## config.mk

```make
export PLATFORM = sky130hd
export DESIGN_NAME = seq_detect_ctrl
export DESIGN_NICKNAME = d
export VERILOG_FILES = /design/src/rtl/seq_detect_ctrl.sv
export SDC_FILE = /design/constraint.sdc
export NUM_CORES = 1
export LEC_CHECK = 0
export ABC_AREA = 0
export CORE_UTILIZATION = 50
export DETAILED_ROUTE_END_ITERATION = 6
export GPL_ROUTABILITY_DRIVEN = 0
export GPL_TIMING_DRIVEN = 0
export PLACE_DENSITY = 0.82
export SYNTH_ARGS = -nofsm -noshare
export SYNTH_HDL_FRONTEND = slang
export SYNTH_SLANG_ARGS = --single-unit
```

## constraint.sdc

```tcl
create_clock -name clk -period 3.3 [get_ports clk]
set_clock_uncertainty 0.15 [all_clocks]
set_input_delay 0.66 -clock clk [delete_from_list [all_inputs] [get_ports clk]]
set_output_delay 0.66 -clock clk [all_outputs]
set_load 0.05 [all_outputs]
```

## src/rtl/seq_detect_ctrl.sv

```systemverilog
// Frame-based serial pattern detector: programmable pattern/length/overlap,
// valid/ready bit intake bounded by a frame length, match pulse and saturating count.
module seq_detect_ctrl #(
  parameter int PAT_W = 8,
  parameter int CNT_W = 8,
  localparam int LEN_W = $clog2(PAT_W + 1)
) (
  input  logic             clk,
  input  logic             rst,
  input  logic             cfg_we,
  input  logic [PAT_W-1:0] cfg_pattern,
  input  logic [LEN_W-1:0] cfg_len,
  input  logic             cfg_overlap,
  input  logic [CNT_W-1:0] cfg_frame_len,
  input  logic             start,
  input  logic             abort,
  input  logic             x_valid,
  input  logic             x,
  output logic             x_ready,
  output logic             y,
  output logic [CNT_W-1:0] match_cnt,
  output logic             busy,
  output logic             done,
  output logic             err
);

  typedef enum logic [1:0] {IDLE, RUN, DONE} state_t;

  state_t           state_reg, state_next;
  logic [PAT_W-1:0] pat_reg, pat_next;
  logic [LEN_W-1:0] len_reg, len_next;
  logic             ovl_reg, ovl_next;
  logic [CNT_W-1:0] flen_reg, flen_next;
  // Only PAT_W-1 past bits are kept; the incoming bit completes the window.
  logic [PAT_W-2:0] hist_reg, hist_next;
  logic [LEN_W-1:0] fill_reg, fill_next;
  logic [CNT_W-1:0] bit_cnt_reg, bit_cnt_next;
  logic [CNT_W-1:0] match_cnt_reg, match_cnt_next;
  logic             y_reg, y_next;
  logic             err_reg, err_next;

  logic [PAT_W-1:0] len_mask;
  logic [PAT_W-1:0] window;
  logic [LEN_W-1:0] fill_inc;
  logic             hit;
  logic             cfg_ok;
  logic             last_bit;

  genvar gi;
  generate
    for (gi = 0; gi < PAT_W; gi++) begin : g_mask
      assign len_mask[gi] = (LEN_W'(gi) < len_reg);
    end
  endgenerate

  assign window   = {hist_reg, x};
  assign fill_inc = (fill_reg == LEN_W'(PAT_W)) ? fill_reg : fill_reg + LEN_W'(1);
  assign hit      = (fill_inc >= len_reg) && (((window ^ pat_reg) & len_mask) == '0);
  assign last_bit = ((bit_cnt_reg + CNT_W'(1)) == flen_reg);
  assign cfg_ok   = (len_reg != '0) && (len_reg <= LEN_W'(PAT_W)) && (flen_reg != '0);

  always_comb begin
    state_next     = state_reg;
    pat_next       = pat_reg;
    len_next       = len_reg;
    ovl_next       = ovl_reg;
    flen_next      = flen_reg;
    hist_next      = hist_reg;
    fill_next      = fill_reg;
    bit_cnt_next   = bit_cnt_reg;
    match_cnt_next = match_cnt_reg;
    y_next         = 1'b0;
    err_next       = 1'b0;
    case (state_reg)
      IDLE: begin
        if (cfg_we) begin
          pat_next  = cfg_pattern;
          len_next  = cfg_len;
          ovl_next  = cfg_overlap;
          flen_next = cfg_frame_len;
        end
        // start judges the configuration held before this edge
        if (start) begin
          if (cfg_ok) begin
            state_next     = RUN;
            hist_next      = '0;
            fill_next      = '0;
            bit_cnt_next   = '0;
            match_cnt_next = '0;
          end else begin
            err_next = 1'b1;
          end
        end
      end
      RUN: begin
        if (abort) begin
          state_next = IDLE;
        end else if (x_valid) begin
          hist_next    = window[PAT_W-2:0];
          fill_next    = (hit && !ovl_reg) ? '0 : fill_inc;
          bit_cnt_next = bit_cnt_reg + CNT_W'(1);
          if (hit) begin
            y_next = 1'b1;
            if (match_cnt_reg != '1) match_cnt_next = match_cnt_reg + CNT_W'(1);
          end
          if (last_bit) state_next = DONE;
        end
      end
      DONE:    state_next = IDLE;
      default: state_next = IDLE;
    endcase
  end

  always_ff @(posedge clk) begin
    if (rst) begin
      state_reg     <= IDLE;
      pat_reg       <= '0;
      len_reg       <= '0;
      ovl_reg       <= 1'b0;
      flen_reg      <= '0;
      hist_reg      <= '0;
      fill_reg      <= '0;
      bit_cnt_reg   <= '0;
      match_cnt_reg <= '0;
      y_reg         <= 1'b0;
      err_reg       <= 1'b0;
    end else begin
      state_reg     <= state_next;
      pat_reg       <= pat_next;
      len_reg       <= len_next;
      ovl_reg       <= ovl_next;
      flen_reg      <= flen_next;
      hist_reg      <= hist_next;
      fill_reg      <= fill_next;
      bit_cnt_reg   <= bit_cnt_next;
      match_cnt_reg <= match_cnt_next;
      y_reg         <= y_next;
      err_reg       <= err_next;
    end
  end

  assign x_ready   = (state_reg == RUN);
  assign busy      = (state_reg != IDLE);
  assign done      = (state_reg == DONE);
  assign y         = y_reg;
  assign err       = err_reg;
  assign match_cnt = match_cnt_reg;

endmodule

```

==> results_dict.tcl <==
set metrics [dict create \
    status "finished, final reports clean" \
    placementRows 25 \
    endpoint "match_cnt[1]" \
    crit_required_ps 3360 \
    grt_pass1_vias 2259 \
    antenna_cells 0 \
    cp-start-kind "register" \
    switching_share 0.298 \
    die_h_um 74.2 \
    synthCells 320 \
    yosysTopAreaCell "dfxtp_1" \
    worstPathArrival_ps 3020 \
    hold_viol 0 \
    yosysMostFrequentCell "nand2_1" \
    ir_drop_v 0.000334 \
    startpoint "fill_reg[0]" \
    p_leak_nw 1.17 \
    clk_latency_ps 310 \
    setup_ws_ps 340 \
    hp-class "register to register" \
    initial_core_util 0.534 \
    post_cts_buffers 0 \
    final-max-slew-violation-count 0 \
    grt_use_total 0.239 \
    clk_pin_slew_ps 90 \
    clkPwrFrac 0.281 \
    pin_count 41 \
    internal_power_mw 0.904 \
    dieArea_um2 5500 \
    nNetsFinal 402 \
    htreeDepth 2 \
    cts-resized-gates 0 \
    dp_cells 426 \
    holdWs_ps 327 \
    overflow 0 \
    grt_pass1_wl_um 10100 \
    ys_warn_count 0 \
    area_growth_pct 21.6 \
    rsz0062_at_grt "false" \
    cts_hold_buf 0 \
    seqPwrFrac 0.521 \
    timing.rr.end "match_cnt[1]" \
    power.density_nw_per_um2 407 \
    post-place-ws_ps 423 \
    maxCapViolations 0 \
    core_um2 4880 \
    ys_top_cells_by_area "dfxtp_1 (40%), nand2_1 (8.2%), a21oi_1 (6.9%)" \
    path_common_cell "ha_1" \
    synth_edf_count 0 \
    hold_depth 2 \
    utilization 0.649 \
    yosys_register_bits 52 \
    wl_per_cell_um 13.8 \
    port_buffers 39 \
    cts_buffers 5 \
    clkSinkCount 52 \
    tritoncts "yes" \
    fmax_mhz 338 \
    synth_area_um2 2600 \
    vias 2427 \
    switchingPower_mw 0.384 \
    slowest_delay_ps 390 \
    netlist-cell-type-count 46 \
    crit_type "register to register" \
    setup_tns_ps 0 \
    rrSetupSlack_ps 340 \
    drive_gt1_frac 0.0381 \
    totalWireLength_um 5970 \
    slew_headroom 0.649 \
    ys_seq_area_frac 0.400 \
    synth-main-ff-cell "dfxtp_1" \
    drt_iter0_drc 203 \
    synth_common_cells "nand2_1 (57), dfxtp_1 (52), a21oi_1 (36)" \
    grt_start_max_net_pins 17 \
    vias_per_cell 5.59 \
    die_w_um 74.2 \
    cp_max_fo 10 \
    drc 0 \
    postSynthAreaPerCell_um2 8.14 \
    fin_cells 434 \
    slowest_stage "dfxtp_1" \
    ys_async_sr_fraction 0 \
    setup_viol 0 \
    r2r_cells 13 \
    synth_fp_nets 356 \
    end_kind "register" \
    synthDominantCellAreaShare 0.400 \
    min_period_ps 2960 \
    drtAntennaViolNets 0 \
    comb_power_share 0.198 \
    root_buffer "clkbuf_8" \
    detail_route.first_pass.iterations 4 \
    tightest_slew_ps 527 \
    r2r_start "fill_reg[0]" \
    dp.final_hpwl_um 4410 \
    timing.final.crit_share 0.897 \
    antenna_found_initial 0 \
    clock_path_buffers 2 \
    path_cells "inv_1 > ha_1 > nand2_1 > nor2_1 > xnor2_1 > ha_1 > nand2b_1 > a2111oi_0 > and4b_1 > o211ai_2 > buf_6 > nor3_1 > a32o_1" \
]
==> cells by family after synthesis <==
kind of cell | Yosys count | synth area share
flops | 52 | 0.400
mux | 2 | 0.00769
buf+inv | 24 | 0.0408
compound gates | 81 | 0.197
fa+ha+maj | 8 | 0.0384
simple gates | 133 | 0.249
xor+xnor | 20 | 0.0673
==> routing by layer <==
| metal | up-vias | wire length [um] | GRT usage |
|---|---|---|---|
| met5 | - | 0 | 0 |
| met4 | 0 | 27 | 0.0791 |
| met3 | 3 | 302 | 0.0420 |
| met2 | 65 | 2930 | 0.397 |
| met1 | 1136 | 2710 | 0.315 |
| li1 | 1223 | - | - |
==> worst max-delay path, delay by kind of cell (launching register included) <==
kind,cells,cell delay (ps)
XOR/XNOR,1,220
AND/OR/NAND/NOR,5,610
flip-flops,1,390
adder cells (fa/ha/maj),2,480
AO/OA/AOI/OAI,3,750
buffers and inverters,2,260
==> metrics by stage <==
stage / area, um^2 / total power, mW
5_1_grt: 3170 / 1.35
6_report: 3170 / 1.29
3_3_place_gp: 3080 / 0.932
3_5_place_dp: 3080 / 0.939
4_1_cts: 3170 / 1.29
2_1_floorplan: 2600 / 0.848
==> layout by cell type (no fill, tap or decap), types with 2 or more instances in the layout <==
cell,Yosys,routed
o21ai_0,14,14
clkdlybuf4s50_1,0,39
nand3b_1,4,4
dfxtp_1,52,52
o211ai_1,2,2
clkinv_2,0,2
mux2i_1,2,2
nand2_1,57,57
nor2_1,19,19
clkbuf_1,12,12
inv_1,9,9
o22ai_1,2,2
nor2b_1,3,3
nand2b_1,7,7
ha_1,8,8
and2_1,2,2
a21oi_1,36,36
clkbuf_8,0,5
nor3_1,6,6
or4_1,3,3
a32o_1,4,4
a22o_1,8,8
nor4_1,5,5
o31ai_1,3,3
buf_6,2,2
and3_1,4,4
a22oi_1,3,3
nand3_1,11,11
or3_1,2,2
xnor2_1,12,12
nor3b_1,3,3
xor2_1,8,8
==> worst min-delay path by stage <==
| stage | start | to |
|---|---|---|
| global route | pat_reg[0] | pat_reg[0] |
| detailed placement | ovl_reg | ovl_reg |
| finish | pat_reg[0] | pat_reg[0] |
| global placement | pat_reg[0] | pat_reg[0] |
| CTS | pat_reg[0] | pat_reg[0] |
| floorplan | ovl_reg | ovl_reg |
==> power groups by stage <==
stage | Combinational, mW | Sequential [mW] | Clock [mW]
floorplan | 0.161 | 0.687 | 0
global placement | 0.248 | 0.685 | 0
detailed placement | 0.254 | 0.685 | 0
CTS | 0.255 | 0.671 | 0.367
global route | 0.281 | 0.674 | 0.393
finish | 0.255 | 0.671 | 0.362
==> layout make-up <==
type	instances	area, um^2
fillers	447	1710
inverters	9	33.8
flip-flops and latches	52	1040
repair buffers	39	390
clock buffers	5	68.8
clock inverters	3	18.8
multi-input cells	244	1460
plain buffers	15	72.6
well taps	67	83.8
Note: power is estimated with default switching activity, not from simulation.
